`config.mk`:
```
export PLATFORM = sky130hd
export DESIGN_NAME = opr1_sequencer
export DESIGN_NICKNAME = d
export VERILOG_FILES = /design/src/rtl/opr1_sequencer.sv
export SDC_FILE = /design/constraint.sdc
export NUM_CORES = 1
export LEC_CHECK = 0
export ABC_CLOCK_PERIOD_IN_PS = 2200
export BUFFER_PORTS_ARGS = -buffer_cell sky130_fd_sc_hd__buf_2
export CORE_MARGIN = 2
export CORE_UTILIZATION = 49
export DETAILED_ROUTE_END_ITERATION = 8
export PLACE_DENSITY = 0.75
export SKIP_LAST_GASP = 1
export SYNTH_ARGS = -nofsm -noshare
export SYNTH_HDL_FRONTEND = slang
export SYNTH_SLANG_ARGS = --single-unit
```
`constraint.sdc`:
```
create_clock -name clk -period 2.2 [get_ports clk]
set_clock_uncertainty 0.1 [all_clocks]
set_input_delay 0.33 -clock clk [delete_from_list [all_inputs] [get_ports clk]]
set_output_delay 0.33 -clock clk [all_outputs]
set_load 0.01 [all_outputs]
```
`src/rtl/opr1_sequencer.sv`:
```
// opr1_sequencer: steps PDP-8 Group-1 operate microinstructions through the
// Link/AC/rotater datapath as an ordered series of strobed events.
//
// state  | meaning
// -------+-----------------------------------------------------------
// S_IDLE | waiting for START; decodes IR and launches first event
// S_STRB | L_ck/AC_ck high for STROBE_W cycles, event controls valid
// S_GAP  | strobes low for GAP_W cycles, controls held for the Link
// S_FIN  | DONE (and possibly ERR) pulse; START ignored; back to IDLE
module opr1_sequencer #(
  parameter int STROBE_W = 1,
  parameter int GAP_W    = 1
) (
  input  logic        clk,
  input  logic        CLEAR_N,
  input  logic        START,
  input  logic [11:0] IR,
  input  logic        AC_ONES,
  output logic        BUSY,
  output logic        DONE,
  output logic        ERR,
  output logic        L_ck,
  output logic        L_clear,
  output logic        L_compl,
  output logic        L_force,
  output logic        AC_ck,
  output logic        AC_clear,
  output logic        AC_compl,
  output logic        AC_inc,
  output logic [1:0]  ROT_SEL
);

  typedef enum logic [1:0] {S_IDLE, S_STRB, S_GAP, S_FIN} state_t;
  typedef enum logic [2:0] {
    EV_NONE = 3'd0, EV_CLR = 3'd1, EV_CMP = 3'd2,
    EV_INC  = 3'd3, EV_ROT1 = 3'd4, EV_ROT2 = 3'd5
  } ev_t;

  typedef struct packed {
    logic       l_clear;
    logic       l_compl;
    logic       l_force;
    logic       ac_clear;
    logic       ac_compl;
    logic       ac_inc;
    logic [1:0] rot_sel;
  } ctl_t;

  localparam int MAXW = (STROBE_W > GAP_W) ? STROBE_W : GAP_W;
  localparam int CW   = (MAXW < 2) ? 1 : $clog2(MAXW + 1);
  localparam logic [CW-1:0] STRB_LD = CW'(STROBE_W - 1);
  localparam logic [CW-1:0] GAP_LD  = CW'(GAP_W - 1);

  // RAR and RAL together cancel; BSW alone still gives one byte-swap event.
  function automatic logic ev_active(input ev_t e, input logic [7:0] ir);
    case (e)
      EV_CLR:  return ir[7] | ir[6];
      EV_CMP:  return ir[5] | ir[4];
      EV_INC:  return ir[0];
      EV_ROT1: return (ir[3] ^ ir[2]) | (ir[1] & ~ir[3] & ~ir[2]);
      EV_ROT2: return ir[1] & (ir[3] ^ ir[2]);
      default: return 1'b0;
    endcase
  endfunction

  function automatic ev_t next_ev(input ev_t cur, input logic [7:0] ir);
    if (cur < EV_CLR  && ev_active(EV_CLR,  ir)) return EV_CLR;
    if (cur < EV_CMP  && ev_active(EV_CMP,  ir)) return EV_CMP;
    if (cur < EV_INC  && ev_active(EV_INC,  ir)) return EV_INC;
    if (cur < EV_ROT1 && ev_active(EV_ROT1, ir)) return EV_ROT1;
    if (cur < EV_ROT2 && ev_active(EV_ROT2, ir)) return EV_ROT2;
    return EV_NONE;
  endfunction

  // Only the current event's controls are set so the rotater sees plain L.
  function automatic ctl_t ev_ctl(input ev_t e, input logic [7:0] ir, input logic ac_ones);
    ctl_t c;
    c = '0;
    case (e)
      EV_CLR: begin
        c.l_clear  = ir[6];
        c.ac_clear = ir[7];
      end
      EV_CMP: begin
        c.l_compl  = ir[4];
        c.ac_compl = ir[5];
      end
      EV_INC: begin
        c.ac_inc  = 1'b1;
        c.l_compl = ac_ones;
      end
      EV_ROT1, EV_ROT2: begin
        c.l_force = 1'b1;
        c.rot_sel = ir[3] ? 2'd1 : (ir[2] ? 2'd2 : 2'd3);
      end
      default: c = '0;
    endcase
    return c;
  endfunction

  state_t        state_q, state_d;
  ev_t           ev_q, ev_d, nxt;
  logic [CW-1:0] cnt_q, cnt_d;
  logic [7:0]    ir_q, ir_d;
  ctl_t          ctl_q, ctl_d;
  logic          ck_q, ck_d, busy_q, busy_d, done_q, done_d, err_q, err_d;
  logic          go;

  // Next-state and registered-output decode; defaults drop every output to 0.
  always_comb begin
    state_d = state_q;
    ev_d    = ev_q;
    cnt_d   = cnt_q;
    ir_d    = ir_q;
    ctl_d   = '0;
    ck_d    = 1'b0;
    busy_d  = 1'b0;
    done_d  = 1'b0;
    err_d   = 1'b0;
    nxt     = EV_NONE;
    go      = 1'b0;
    case (state_q)
      S_IDLE: begin
        if (START) begin
          if (IR[11:9] == 3'b111 && !IR[8]) begin
            ir_d = IR[7:0];
            nxt  = next_ev(EV_NONE, IR[7:0]);
            go   = 1'b1;
          end else begin
            state_d = S_FIN;
            busy_d  = 1'b1;
            done_d  = 1'b1;
            err_d   = 1'b1;
          end
        end
      end
      S_STRB: begin
        busy_d = 1'b1;
        ctl_d  = ctl_q;
        if (cnt_q == '0) begin
          state_d = S_GAP;
          cnt_d   = GAP_LD;
        end else begin
          cnt_d = cnt_q - 1'b1;
          ck_d  = 1'b1;
        end
      end
      S_GAP: begin
        busy_d = 1'b1;
        if (cnt_q == '0) begin
          nxt = next_ev(ev_q, ir_q);
          go  = 1'b1;
        end else begin
          cnt_d = cnt_q - 1'b1;
          ctl_d = ctl_q;
        end
      end
      default: begin
        state_d = S_IDLE;
        ev_d    = EV_NONE;
      end
    endcase
    if (go) begin
      busy_d = 1'b1;
      if (nxt == EV_NONE) begin
        state_d = S_FIN;
        ev_d    = EV_NONE;
        done_d  = 1'b1;
      end else begin
        state_d = S_STRB;
        ev_d    = nxt;
        cnt_d   = STRB_LD;
        ck_d    = 1'b1;
        ctl_d   = ev_ctl(nxt, ir_d, AC_ONES);
      end
    end
  end

  // State and output registers; CLEAR_N aborts any sequence immediately.
  always_ff @(posedge clk or negedge CLEAR_N) begin
    if (!CLEAR_N) begin
      state_q <= S_IDLE;
      ev_q    <= EV_NONE;
      cnt_q   <= '0;
      ir_q    <= '0;
      ctl_q   <= '0;
      ck_q    <= 1'b0;
      busy_q  <= 1'b0;
      done_q  <= 1'b0;
      err_q   <= 1'b0;
    end else begin
      state_q <= state_d;
      ev_q    <= ev_d;
      cnt_q   <= cnt_d;
      ir_q    <= ir_d;
      ctl_q   <= ctl_d;
      ck_q    <= ck_d;
      busy_q  <= busy_d;
      done_q  <= done_d;
      err_q   <= err_d;
    end
  end

  assign BUSY     = busy_q;
  assign DONE     = done_q;
  assign ERR      = err_q;
  assign L_ck     = ck_q;
  assign AC_ck    = ck_q;
  assign L_clear  = ctl_q.l_clear;
  assign L_compl  = ctl_q.l_compl;
  assign L_force  = ctl_q.l_force;
  assign AC_clear = ctl_q.ac_clear;
  assign AC_compl = ctl_q.ac_compl;
  assign AC_inc   = ctl_q.ac_inc;
  assign ROT_SEL  = ctl_q.rot_sel;

endmodule

```
# == Word level (Yosys, flattened, before mapping) ==
# Cells that the tools add are included.
# word_totals
reg_bits,26
latchBits,0
mem_bits_rw,0
romBits,0
mem_count,0
# op_classes
add_sub_neg,1
mul,0
n_div,0
order_cmp,5
eq_ne,13
shifts,0
n_mux,173
n_bitwise,18
reduce_logical,14
# ops
operator,n
2-to-1 mux 1 bit,123
2-to-1 mux 3 bit,31
2-to-1 mux 8 bit,6
one-hot mux 8 bit (2 select lines),1
2-to-1 mux 2 bit,7
== test 3 bit (second input constant),3
!= test 3 bit (second input constant),3
bitwise AND 1 bit,6
== test 3 x 2 -> 1 bit (second input constant),2
logical AND 1 bit,6
< comparator 3 x 2 -> 1 bit (second input constant),2
< comparator 3 bit (second input constant),2
OR 1 bit,6
one-hot mux 1 bit (2 select lines),3
one-hot mux 2 bit (3 select lines),1
one-hot mux 3 bit (2 select lines),1
NOT 1 bit,4
AND reduction 4 bit,1
OR reduction 2 bit,2
== test 3 x 1 -> 1 bit (second input constant),1
zero test 3 bit,1
< comparator 3 x 1 -> 1 bit (second input constant),1
AND reduction 3 bit,1
OR reduction 3 bit,1
8 further kinds,9

# == Longest topological paths before layout ==
# Gate-level depths: netlist of the first run.
# logic_depth
depth_word,70
mapped_depth,9
ltp_nobuf,8

# == Worst setup path after synthesis of the first run ==
# OpenSTA, ideal clock, no wires.
# synth_timing
kind,reg-to-reg
startpoint,reg state_q[0]
endpoint,"reg ctl_q, in the netlist L_compl"
arrival_time_ns,1.953
required_ns,1.981
setup_slack_ns,0.028
path_stages_with_launch,10
path_buffers,1
synth_period_minus_slack_ns,2.172
path_cell_list,dfrtp_1 > inv_1 > ha_1 > nand2_1 > nor2_1 > buf_2 > mux2_2 > mux2i_1 > a2bb2oi_1 > nor2_1
# synth_lines
item,line_no,rtl
"start, declared",101,"state_t state_q, state_d;"
"start signal, assigned",192,state_q <= state_d;
"end signal, assigned",196,ctl_q <= ctl_d;
"end, declared",105,"ctl_t ctl_q, ctl_d;"

# == Worst setup path after layout of the first run ==
# layout_timing
startpoint,reg ev_q[1]
endpoint,reg ck_q (netlist: AC_ck)
# layout_via
elab_chain_len,19
# layout_rtl
item,line_no,rtl
"start, declared",102,"ev_t ev_q, ev_d, nxt;"
"start signal, assigned",193,ev_q <= ev_d;
< comparator 3 bit,71,"if (cur < EV_ROT2 && ev_active(EV_ROT2, ir)) return EV_ROT2;"
logical AND 1 bit,71,
2-to-1 mux 1 bit (2 in a row),71,
2-to-1 mux 1 bit,70,"if (cur < EV_ROT1 && ev_active(EV_ROT1, ir)) return EV_ROT1;"
2-to-1 mux 1 bit,69,"if (cur < EV_INC && ev_active(EV_INC, ir)) return EV_INC;"
2-to-1 mux 1 bit,68,"if (cur < EV_CMP && ev_active(EV_CMP, ir)) return EV_CMP;"
2-to-1 mux 1 bit,150,if (cnt_q == '0) begin
2-to-1 mux 1 bit,122,case (state_q)
(+3 left out),--,
2-to-1 mux 3 bit,69,
2-to-1 mux 3 bit *,68,
2-to-1 mux 3 bit *,150,
one-hot mux 3 bit (2 select lines) *,122,
zero test 3 bit *,165,if (nxt == EV_NONE) begin
2-to-1 mux 1 bit *,165,
2-to-1 mux 1 bit *,163,if (go) begin
via ck_d,106,"logic ck_q, ck_d, busy_q, busy_d, done_q, done_d, err_q, err_d;"
"end signal, assigned",197,ck_q <= ck_d;
"end, declared",106,
# The timed path passes the listed nets; every way through them passes the cells marked *. The select of a mux whose other input is x is not followed.
# A chain may end at the register's enable or synchronous reset.

==> results.md, run 1 <==
- Status: completed
- Final Setup Violations: 0
- R2R cell count: 6
- TritonCTS buffer count: 3
- Final Hold Vio Count: 0
- Max-Cap Viols: 0
- CTS tree: built
- DP Worst Slack: -0.0507 ns
- Total number of vias: 1275
- Clock latency on the worst-skew pair: 0.32 ns
- Nets: 208
- Critical hold path startpoint: AC_ONES
- Syn Nets: 162
- 1st-iter DRT viols: 67
- Commonest non-fill, non-tap cell in the layout: buf_2
- Register area share after synthesis: 44.9%
- Largest net degree at the start of global routing: 27
- Worst Hold End: L_compl$_DFF_PN0_
- Share of post-route cells with drive strength above 1: 38.7%
- FF-to-FF End: AC_ck$_DFF_PN0_
- Max Buffers Root-to-Sink: 2
- Leak: 0.876 nW
- Die Width: 58.4 um
- DRC Markers: 0
- Fill count: 218
- Worst relative slew slack: 61.3%
- Post-synth EDFFs: 0
- Core area: 0.00278 mm2
- Asr flop ratio synth: 100%
- Setup WS post-layout: 0.0773 ns
- Ranking of synthesized cells by area: dfrtp_1, mux2_2, nor2_1
- CP Class: register to register
- IO buf count: 28
- FF-to-FF setup slack: 0.08 ns
- Die Span Y: 58.4 um
- IO Count: 29
- Hold Path Class: input pin to register
- Fmax: 471 MHz
- Root Driver: clkbuf_4
- Multi-input logic area: 790 um2
- Netlist cell types: 44
- Top_reg_cell synth: dfrtp_1
- First-pass GRT wire length: 6040 um
- Rows: 19
- Cells after DPL: 211
- Critical Path RT: 2.32 ns
- Overflow after GRT: 0
- Drt first pass iters: 4
- Register Area: 652 um2
- Sink Count: 26
- #FFs+latches synth: 26
- Starting Density: 52.1%
- DPL Wire Length: 2710 um
- H-tree levels: 1
- Fin. max-slew vios: 0
- CP Max Fanout: 8
- Pwr/cell area: 1240 mW/mm2
- DRT Wirelength: 3540 um
- Worst slew pin tran: 0.581 ns
- Final min period: 2.12 ns
- R2R Path Start: ev_q[1]$_DFFE_PN0P_
- RSZ-0062 raised after global routing: true
- Worst-path clk slew: 0.14 ns
- GRT Overall Usage: 23.7%
- Hold Path Depth: 3
- GP Congestion: 0.940
- Arr. time, crit path: 2.24 ns
- WL/cell: 16.3 um
- Cell Area, Synth: 0.00145 mm2
- Layout area overhead: 24.2%
- Die Area: 0.00341 mm2
- Finished Layout Cells: 217
- Synth Instances: 142
- DRT antenna net count: 0
- Avg Cell Area, Syn: 10.2 um2
- Synth warn: 0
- Number of global-route vias before repair: 1312
- Diode count: 0
- Tcrit/Tclk final: 96.5%
- CP startpoint kind: register
- Area leader, netlist: dfrtp_1
- Most frequent cells in the layout: buf_2, dfrtp_1, nor2_1, buf_4
- VDD IR-drop max: 786 uV
- Initial antenna violation count: 0
- Critical Path End Type: register
- Routed vias/inst: 5.88
- Synth top area share: 44.9%
## worst max-delay path by stage
stage | end | slack [ns] | start
6_report | AC_ck$_DFF_PN0_ | 0.08 | ev_q[1]$_DFFE_PN0P_
5_1_grt | L_compl$_DFF_PN0_ | -0.02 | state_q[0]$_DFFE_PN0P_
4_1_cts | AC_ck$_DFF_PN0_ | 0.0007 | state_q[0]$_DFFE_PN0P_
3_5_place_dp | AC_inc$_DFF_PN0_ | -0.05 | state_q[0]$_DFFE_PN0P_
3_3_place_gp | AC_inc$_DFF_PN0_ | -0.02 | state_q[0]$_DFFE_PN0P_
2_1_floorplan | L_compl$_DFF_PN0_ | 0.03 | state_q[0]$_DFFE_PN0P_
## registers in the layout (all words and copies together) (netlist names)
| signal | cells |
|---|---|
| ir_q | 8 |
| ERR | 1 |
| cnt_q | 1 |
| AC_inc | 1 |
| L_force | 1 |
| AC_ck | 1 |
| ROT_SEL | 2 |
| L_clear | 1 |
| AC_clear | 1 |
| BUSY | 1 |
| L_compl | 1 |
| ev_q | 3 |
| AC_compl | 1 |
| DONE | 1 |
| state_q | 2 |
## cell type report
class	count	share of cell area, %
clock buffer	3	1.25
sequential	26	36.2
multi-input combinational	107	43.9
tap	31	2.16
timing repair buffer	45	15.4
inverter	5	1.04
## critical path, stage by stage (launching register included)
cell and delay [ns]:
dfrtp_2 0.49, nor2b_4 0.16, a211oi_2 0.26, nor3b_1 0.09
o211a_1 0.24, or2_4 0.29, a2111o_1 0.39
## power by group
part | switching (mW) | internal (mW) | leakage, nW
logic | 0.662 | 0.606 | 0.518
clock network | 0.134 | 0.0641 | 0.0138
registers | 0.137 | 0.625 | 0.345
## synth_stat cells, types with 2 or more instances
cell	count
nand2_1	10
dfrtp_1	26
buf_2	2
nor2b_1	3
nor2_1	14
o221ai_1	3
ha_1	4
mux2_2	8
nand3_1	4
o21ai_0	8
nor3_1	7
mux2i_1	2
o21ai_1	2
and3_1	2
nand2b_1	5
a21oi_1	10
inv_1	5
## metal layers
layer | global-route usage, % | share of wire, %
met5 | 0 | 0
met4 | 9.97 | 2.1
met3 | 4.18 | 4.8
met2 | 38.5 | 47
met1 | 31.4 | 46
## through the flow
stage               hold slack, ns  area, um2  util (%)  total power [mW]  setup TNS [ns]
detailed placement           0.262       1700      61.3              1.91         -0.0535
floorplan                  -0.0656       1450         -              1.52               0
global route                 0.155       1800      64.7              2.41         -0.0615
finish                       0.173       1800      64.7              2.23               0
global placement             0.251       1700      61.3              1.88         -0.0236
CTS                          0.170       1750      63.1              2.14               0
## cells by family (layout without fill, tap and decap cells)
| kind of cell | after synthesis | after routing | share of synthesized area [%] |
|---|---|---|---|
| adder cells (fa/ha/maj) | 4 | 4 | 3.45 |
| XOR/XNOR | 1 | 1 | 0.605 |
| flip-flops | 26 | 26 | 44.9 |
| AND/OR/NAND/NOR | 56 | 56 | 21.6 |
| AO/OA/AOI/OAI | 36 | 36 | 18.6 |
| multiplexers | 10 | 10 | 7.60 |
| buffers and inverters | 9 | 53 | 3.28 |
## timing repair
action	in CTS	in global routing
setup endpoints to repair	10	13
pin swaps	1	1
setup buffers	1	1
hold buffers	1	0
endpoints found under the hold margin	26	0
resized for setup	3	10
Note: power is estimated with default switching activity, not from simulation.
==> run 2: changes to the inputs <==
Settings changed: CELL_PAD_IN_SITES_DETAIL_PLACEMENT set to 0, CELL_PAD_IN_SITES_GLOBAL_PLACEMENT set to 1, CORE_UTILIZATION 49 to 37, PLACE_DENSITY 0.75 to unset, PLACE_DENSITY_LB_ADDON set to 0.1, SETUP_SLACK_MARGIN set to 0.4.
==> run 2 against run 1 <==
Utilization decreased by 5.8 points. Combinational power rose by 43%. Worst setup slack better by 0.13 ns. Clock power is 100% higher. Via count increased by 6.5%. Highest routed layer unchanged.
==> results.md, run 2 (synthesis gave the netlist of run 1 again) <==
- Status: completed
- CTS tree: built
- Arr. time, crit path: 2.06 ns (-0.18 ns)
- Die Width: 66.6 um (+14%)
- Max-Cap Viols: 0 (unchanged)
- First-pass GRT wire length: 6740 um (+12%)
- Fill count: 324 (+49%)
- Pwr/cell area: 1370 mW/mm2 (+11%)
- Uppermost layer routed: met4
- TritonCTS buffer count: 3 (unchanged)
- 1st-iter DRT viols: 70 (+4.5%)
- Worst setup path start: ev_q[0]$_DFFE_PN0P_
- Total number of vias: 1358 (+6.5%)
- Largest reg by FF count: ir_q
- Share of post-route cells with drive strength above 1: 55.0% (+16 points)
- Starting Density: 39.0% (-13 points)
- DRC Markers: 0 (unchanged)
- Worst slew pin tran: 0.605 ns (+0.0240 ns)
- Metal1 wirelength: 1920 um (+19%)
- Core area: 0.00372 mm2 (+34%)
- Critical hold path startpoint: AC_ONES
- R2R Path Start: ev_q[0]$_DFFE_PN0P_
- Sink Count: 26 (unchanged)
- IO buf count: 28 (unchanged)
- Rows: 22 (+3)
- Die Span Y: 66.6 um (+14%)
- Drt first pass iters: 4 (unchanged)
- WHS: 0.193 ns (+0.0194 ns)
- Top Registers: ir_q (8), ev_q (3)
- Max Buffers Root-to-Sink: 2 (unchanged)
- DRT antenna net count: 0 (unchanged)
- CP Max Fanout: 6 (-2)
- VDD IR-drop max: 685 uV (-13%)
- Post-route cell area: 0.00219 mm2 (+22%)
- Fin. max-slew vios: 0 (unchanged)
- Diode count: 0 (unchanged)
- Dpl cell area: 0.00177 mm2 (+4.0%)
- Met3 routed wirelength: 155 um (-8.8%)
- Commonest non-fill, non-tap cell in the layout: buf_4
- Leak: 1.03 nW (+17%)
- Max reg flops: 8 (unchanged)
- Final Setup Violations: 0 (unchanged)
- DPL Wire Length: 2830 um (+4.6%)
- GRT Overall Usage: 20.4% (-3.4 points)
- Met2 WL: 2030 um (+21%)
- H-tree levels: 1 (unchanged)
- Finished Layout Cells: 259 (+19%)
- Setup WS post-layout: 0.202 ns (+0.125 ns)
- Worst relative slew slack: 59.7% (-1.6 points)
- Die Area: 0.00443 mm2 (+30%)
- RSZ-0062 raised after global routing: true
- WL/cell: 16.2 um (-0.75%)
- Clock latency on the worst-skew pair: 0.27 ns (-0.05 ns)
- Overflow after GRT: 0 (unchanged)
- Fmax: 501 MHz (+6.3%)
- CP Class: register to register
- CP startpoint kind: register
- Number of global-route vias before repair: 1356 (+3.4%)
- Largest net degree at the start of global routing: 27 (unchanged)
- Worst-path clk slew: 0.10 ns (-0.04 ns)
- Final Hold Vio Count: 0 (unchanged)
- DRT Wirelength: 4200 um (+18%)
- Tcrit/Tclk final: 90.8% (-5.7 points)
- IO Count: 29 (unchanged)
- Cells after DPL: 228 (+8.1%)
- DP Worst Slack: -0.0390 ns (+0.0117 ns)
- Nets: 232 (+12%)
- Critical Path End Type: register
- Initial antenna violation count: 0 (unchanged)
- GP Congestion: 0.856 (-9.0%)
- Layout area overhead: 51.0%
- Root Driver: clkbuf_8
- Hold Path Class: input pin to register
- Critical Path RT: 2.26 ns (-0.06 ns)
- Final min period: 2.00 ns (-0.125 ns)
- Most frequent cells in the layout: buf_4, buf_2, dfrtp_1, nor2_1
- Routed vias/inst: 5.24 (-11%)
run 2: changes by cell type in the layout (fill, tap and decap cells not counted), moves of 3 or more:
cell,change
buf_4,+20
dfrtp_1,-4
clkbuf_4,-3
dfrtp_2,+4
o21ai_0,-3
clkbuf_8,+3
run 2: worst max-delay path, cell delays in order, from the launching register on:
cell      delay, ns
dfrtp_2        0.47
nor2_1         0.10
o21ai_1        0.12
nor3b_2        0.18
o211a_1        0.23
or2_4          0.26
buf_12         0.14
a2111o_1       0.29
run 2: worst paths after layout:
path,to,cells after the start,slack [ns]
max in group asynchronous,state_q[1]$_DFFE_PN0P_,2,1.08
worst max-delay path,AC_ck$_DFF_PN0_,7,0.20
worst min register to register,L_force$_DFF_PN0_,2,0.42
worst max register to register,AC_ck$_DFF_PN0_,7,0.20
worst min-delay path,L_compl$_DFF_PN0_,3,0.19
min in group asynchronous,ERR$_DFF_PN0_,2,0.50
run 2: through the flow:
| step | power (mW) | TNS (ns) | util, % |
|---|---|---|---|
| after floorplan | 1.58 | 0 | - |
| after global placement | 1.98 | -0.0581 | 47.7 |
| after detailed placement | 1.99 | -0.0583 | 47.7 |
| after CTS | 2.77 | 0 | 55.9 |
| after global routing | 3.20 | 0 | 58.9 |
| final | 3.00 | 0 | 58.9 |
run 2: layer usage:
metal  vias up  GRT usage (%)
met3         8           3.89
met2        34           33.3
li1        668              -
met5         -              0
met4         0           5.36
met1       648           27.6
run 2: repair_timing:
action / 4_1_cts / 5_1_grt
endpoints found under the setup margin: 16 / 17
endpoints found under the hold margin: 26 / 0
gates resized for setup: 27 / 11
gates cloned: 1 / 0
hold buffers: 1 / 0
pin swaps: 12 / 3
setup buffers: 16 / 9
run 2: final cells by class:
cell class              count  area, um2  share of cell area (%)
clock buffers               3       41.3                    1.89
clock inverters             1       30.0                    1.37
inverters                   5       18.8                   0.858
multi-input cells         108        911                    41.6
flip-flops and latches     26        657                    30.0
well taps                  48       60.1                    2.74
repair buffers             68        470                    21.5
run 2: power breakdown:
| group | total (mW) | switching [mW] | internal [mW] | leakage, nW |
|---|---|---|---|---|
| logic | 1.81 | 0.851 | 0.962 | 0.653 |
| clock network | 0.400 | 0.157 | 0.244 | 0.0357 |
| registers | 0.786 | 0.155 | 0.631 | 0.339 |
| total | 3.00 | 1.16 | 1.84 | 1.03 |
